`src/rtl/booth_mult.sv`:
```
`default_nettype none
// ============================================================================
// Module   : booth_mult
// Purpose  : Sequential radix-2 Booth multiplier. Two's-complement WIDTH-bit
//            operands, one add/shift step per cycle, start/done handshake.
//            Define BOOTH_SIGN_SEL_EN to add the sgn port (unsigned mode).
// Revision : 1.0 - initial release
// ============================================================================
module booth_mult #(
  parameter int WIDTH = 4
) (
  input  logic               clk,
  input  logic               reset,
  input  logic               start,
`ifdef BOOTH_SIGN_SEL_EN
  input  logic               sgn,
`endif
  input  logic [WIDTH-1:0]   multiplicand,
  input  logic [WIDTH-1:0]   multiplier,
  output logic               busy,
  output logic               done,
  output logic [2*WIDTH-1:0] product
);

  localparam int c_AW = WIDTH + 1;
`ifdef BOOTH_SIGN_SEL_EN
  localparam int c_QW = WIDTH + 1;
`else
  localparam int c_QW = WIDTH;
`endif
  localparam int c_CW = $clog2(WIDTH + 2);
  localparam logic [c_CW-1:0] c_STEPS = c_CW'(WIDTH);

  typedef enum logic [1:0] {
    S_IDLE = 2'd0,
    S_CALC = 2'd1,
    S_DONE = 2'd2
  } state_t;

  state_t             state_q, state_d;
  logic [c_AW-1:0]    a_q, a_d;
  logic [c_QW-1:0]    q_q, q_d;
  logic               qm1_q, qm1_d;
  logic [c_AW-1:0]    m_q, m_d;
  logic [c_CW-1:0]    cnt_q, cnt_d;
  logic [2*WIDTH-1:0] prod_q, prod_d;
  logic [c_AW-1:0]    w_sum;
  logic [2*WIDTH-1:0] w_prod;
  logic               w_load;
`ifdef BOOTH_SIGN_SEL_EN
  logic               sgn_q, sgn_d;
`endif

  always_comb begin
    w_sum = a_q;
    case ({q_q[0], qm1_q})
      2'b01:   w_sum = a_q + m_q;
      2'b10:   w_sum = a_q - m_q;
      default: w_sum = a_q;
    endcase
  end

  // Product slice of the post-shift {A,Q}; in signed mode the extra Q bit
  // still holds an unconsumed multiplier bit, so the window sits one higher.
`ifdef BOOTH_SIGN_SEL_EN
  assign w_prod = sgn_q ? {w_sum, q_q[c_QW-1:2]}
                        : {w_sum[WIDTH-1:0], q_q[c_QW-1:1]};
`else
  assign w_prod = {w_sum, q_q[c_QW-1:1]};
`endif

  assign w_load = start && ((state_q == S_IDLE) || (state_q == S_DONE));

  always_comb begin
    state_d = state_q;
    a_d     = a_q;
    q_d     = q_q;
    qm1_d   = qm1_q;
    m_d     = m_q;
    cnt_d   = cnt_q;
    prod_d  = prod_q;
`ifdef BOOTH_SIGN_SEL_EN
    sgn_d   = sgn_q;
`endif
    busy    = 1'b0;
    done    = 1'b0;

    case (state_q)
      S_IDLE: ;
      S_CALC: begin
        busy  = 1'b1;
        a_d   = {w_sum[c_AW-1], w_sum[c_AW-1:1]};
        q_d   = {w_sum[0], q_q[c_QW-1:1]};
        qm1_d = q_q[0];
        cnt_d = cnt_q - c_CW'(1);
        if (cnt_q == c_CW'(1)) begin
          prod_d  = w_prod;
          state_d = S_DONE;
        end
      end
      S_DONE: begin
        done    = 1'b1;
        state_d = S_IDLE;
      end
      default: state_d = S_IDLE;
    endcase

    if (w_load) begin
      state_d = S_CALC;
      a_d     = '0;
      qm1_d   = 1'b0;
`ifdef BOOTH_SIGN_SEL_EN
      sgn_d   = sgn;
      if (sgn) begin
        q_d   = {multiplier[WIDTH-1], multiplier};
        m_d   = {multiplicand[WIDTH-1], multiplicand};
        cnt_d = c_STEPS;
      end else begin
        q_d   = {1'b0, multiplier};
        m_d   = {1'b0, multiplicand};
        cnt_d = c_STEPS + c_CW'(1);
      end
`else
      q_d     = multiplier;
      m_d     = {multiplicand[WIDTH-1], multiplicand};
      cnt_d   = c_STEPS;
`endif
    end
  end

  always_ff @(posedge clk or negedge reset) begin
    if (!reset) begin
      state_q <= S_IDLE;
      a_q     <= '0;
      q_q     <= '0;
      qm1_q   <= 1'b0;
      m_q     <= '0;
      cnt_q   <= '0;
      prod_q  <= '0;
`ifdef BOOTH_SIGN_SEL_EN
      sgn_q   <= 1'b0;
`endif
    end else begin
      state_q <= state_d;
      a_q     <= a_d;
      q_q     <= q_d;
      qm1_q   <= qm1_d;
      m_q     <= m_d;
      cnt_q   <= cnt_d;
      prod_q  <= prod_d;
`ifdef BOOTH_SIGN_SEL_EN
      sgn_q   <= sgn_d;
`endif
    end
  end

  assign product = prod_q;

endmodule
`default_nettype wire

```
`config.mk`:
```
export PLATFORM = sky130hd
export DESIGN_NAME = booth_mult
export DESIGN_NICKNAME = d
export VERILOG_FILES = /design/src/rtl/booth_mult.sv
export SDC_FILE = /design/constraint.sdc
export NUM_CORES = 1
export LEC_CHECK = 0
export ABC_AREA = 1
export CORE_ASPECT_RATIO = 0.7
export CORE_MARGIN = 5
export CORE_UTILIZATION = 50
export DETAILED_ROUTE_END_ITERATION = 6
export GPL_ROUTABILITY_DRIVEN = 0
export GPL_TIMING_DRIVEN = 1
export HOLD_SLACK_MARGIN = 0.02
export PLACE_DENSITY = 0.85
export SETUP_SLACK_MARGIN = 0.4
export SYNTH_ARGS = -nofsm -noshare
export SYNTH_HDL_FRONTEND = slang
export SYNTH_SLANG_ARGS = --single-unit
```
`constraint.sdc`:
```
create_clock -name clk -period 2.9 [get_ports clk]
set_input_delay 0.29 -clock clk [delete_from_list [all_inputs] [get_ports clk]]
set_output_delay 0.29 -clock clk [all_outputs]
set_load 0.05 [all_outputs]
```
==> results.py <==
metrics = {
    "setup_path": {
        "cp.required_ns": 3.07,
        "path_delay_family": "adder cells",
        "critPathLaunchType": "register",
        "critical_path_peak_fanout": 7,
        "worstPathArrival_ns": 2.34,
        "path_class": "register to register",
        "reg2reg_from": "q_q[0]$_DFFE_PN0P_",
        "crit_slowest_cell": "dfrtp_1",
        "r2r_slack_ns": 0.72,
        "reg2reg_to": "a_q[3]$_DFFE_PN0P_",
        "slowest_delay_ns": 0.40,
        "crit_top_cell": "nand2_1",
        "crit_buf_inv": 1,
        "ff2ff_path_depth": 14,
        "crit_path_end_kind": "register",
        "crit_chain": "ha_1, a31oi_1, xor2_1, inv_1, ha_1, nand2_1, nor2_1, nor2_1, nand2_1, nand3_1, nand2_1, nand2_1, nand2_1, nand2_1",
    },
    "placed_design": {
        "placed_cells": 222,
        "pre_cts_slack_ns": 0.761,
        "dp_hpwl_mm": 2.22,
        "numPortBuffers": 20,
    },
    "synth": {
        "synthCells": 167,
        "syn_area_per_cell_um2": 8.29,
        "yosys_warnings": 0,
        "ys_types": 25,
        "yosys-top-cells-count": "nand2_1, dfrtp_1, inv_1",
        "synth-edff-count": 0,
        "yosysMostFrequentCell": "nand2_1",
        "async_reset_ff_share_pct": 100,
        "synth_flop_cell": "dfrtp_1",
        "synth_area_mm2": 0.00139,
        "syn-num-nets": 187,
        "netlist.top_cell.by_area": "dfrtp_1",
        "yosys.area.top_type_share_pct": 47.0,
        "synth_seq_cells": 26,
        "ys_seq_area_share_pct": 47.0,
        "synthTopCellsByArea": "dfrtp_1, nand2_1, ha_1",
    },
    "grt": {
        "grtUsageTotal_pct": 16.8,
        "grt_pass1_vias": 1171,
        "grt_max_degree": 27,
        "grt_remaining_overflow": 0,
        "antenna_found_initial": 0,
        "grt_pass1_wl_mm": 5.09,
    },
    "timing": {
        "final_max_slew_viol_count": 0,
        "hold_viol_final": 0,
        "skew_ns": 0.00165,
        "fmax_ghz": 0.460,
        "worstMarginPinSlew_ns": 0.496,
        "rsz0062_at_grt": "no",
        "relSlewSlack_pct": 66.8,
        "setup_tns_ns": 0,
        "fin_crit_ns": 2.18,
        "fin_crit_sh_pct": 75.0,
        "setup_viol": 0,
        "fin_ws_ns": 0.724,
    },
    "finish": {
        "syn_to_final_growth_pct": 21.3,
        "finalNonFillerCells": 226,
        "drive_above_1_share_pct": 7.89,
        "utilization_pct": 61.7,
        "final_nets": 211,
        "antenna_cells": 0,
    },
    "cts": {
        "cts_hold_buf": 0,
        "cts_tree": "built",
        "clock_path_buffers": 2,
        "post-cts-setup-buffers": 0,
        "cts_resized": 0,
        "clock-root-buffer": "clkbuf_8",
        "path_clk_slew_ns": 0.08,
        "cts_htree_levels": 1,
        "clkSinkCount": 26,
        "cts_made_buffers": 3,
        "clk_latency_ns": 0.27,
    },
    "drt": {
        "routedWlPerCell_um": 12.5,
        "drc": 0,
        "final_antenna_net_count": 0,
        "dr_total_vias": 1148,
        "via_per_inst": 5.08,
        "first_iter_violations": 36,
        "firstDrtPassIters": 4,
        "finalWirelength_mm": 2.83,
    },
    "floorplan": {
        "die-area_mm2": 0.00394,
        "start_util_pct": 50.9,
        "core_area_mm2": 0.00272,
        "die_w_um": 72.9,
        "ioPinCount": 21,
        "die_y_um": 54.0,
        "rows": 16,
    },
    "run_status": {
        "status": "finished, final reports clean",
    },
    "job": {
        "drv_cap": 0,
    },
    "min_path": {
        "holdCritPathClass": "input port to async pin",
    },
}
## area by class of cell
class / count / area (um^2)
tap: 36 / 45.0
timing repair buffer: 21 / 208
sequential: 26 / 651
inverter: 28 / 105
multi-input combinational: 111 / 617
clock buffer: 4 / 55.1
fill: 247 / 1040
## cell families after synthesis
| kind of cell | count (synthesis) | synth area share (%) |
|---|---|---|
| compound gates | 32 | 13.0 |
| fa+ha+maj | 9 | 8.67 |
| xor+xnor | 1 | 0.632 |
| buf+inv | 30 | 8.49 |
| simple gates | 69 | 22.2 |
| flops | 26 | 47.0 |
## per-layer routing
metal | routed length, um | global-route usage [%] | up-vias | part of all wire [%]
met1 | 1320 | 21.3 | 527 | 47
met5 | 0 | 0 | - | 0
met2 | 1280 | 28.9 | 38 | 45
met4 | 17 | 3.99 | 0 | 0.60
met3 | 207 | 4.66 | 2 | 7.3
li1 | - | - | 581 | -
## worst register-to-register path, cell delays in order (launching register included)
cell and delay, ns:
dfrtp_1 0.40, ha_1 0.29, a31oi_1 0.22, xor2_1 0.16
inv_1 0.05, ha_1 0.35, nand2_1 0.09, nor2_1 0.10
nor2_1 0.05, nand2_1 0.07, nand3_1 0.08, nand2_1 0.06
nand2_1 0.06, nand2_1 0.06, nand2_1 0.04
## layout by cell type, fill, tap and decap left out, types with 2 or more instances in the layout
cell type and count:
nand3_1 6, o21ai_0 5, nand2_1 48, inv_2 4
clkbuf_8 4, o221ai_1 2, o21ai_1 13, nand3b_1 2
dfrtp_1 26, a21oi_1 5, ha_1 8, o22ai_1 4
nor2_1 7, inv_1 24, clkdlybuf4s50_1 20, nand2_2 2
## worst max-delay path by stage
stage / from / end / slack, ns / cells past startpoint
after detailed placement: q_q[0]$_DFFE_PN0P_ / a_q[3]$_DFFE_PN0P_ / 0.76 / 14
after CTS: q_q[0]$_DFFE_PN0P_ / a_q[3]$_DFFE_PN0P_ / 0.75 / 14
after floorplan: q_q[0]$_DFFE_PN0P_ / a_q[3]$_DFFE_PN0P_ / 0.97 / 14
after global routing: q_q[0]$_DFFE_PN0P_ / product[7]$_DFFE_PN0P_ / 0.52 / 14
after global placement: q_q[0]$_DFFE_PN0P_ / product[7]$_DFFE_PN0P_ / 0.89 / 14
final: q_q[0]$_DFFE_PN0P_ / a_q[3]$_DFFE_PN0P_ / 0.72 / 14
## flip-flops by register name, indices dropped and copies added, names as in the netlist
register,flops
m_q,4
a_q,4
state_q,2
q_q,4
product,8
cnt_q,3
qm1_q,1
## through the flow
step,area [um^2],hold WS [ns]
finish,1680,0.387
global placement,1630,0.461
CTS,1680,0.398
global route,1680,0.427
detailed placement,1630,0.466
floorplan,1390,-0.00559
Power is left out: the tool's default activity adds up to more than one toggle a clock period on the data nets, which glitch-free logic cannot reach.
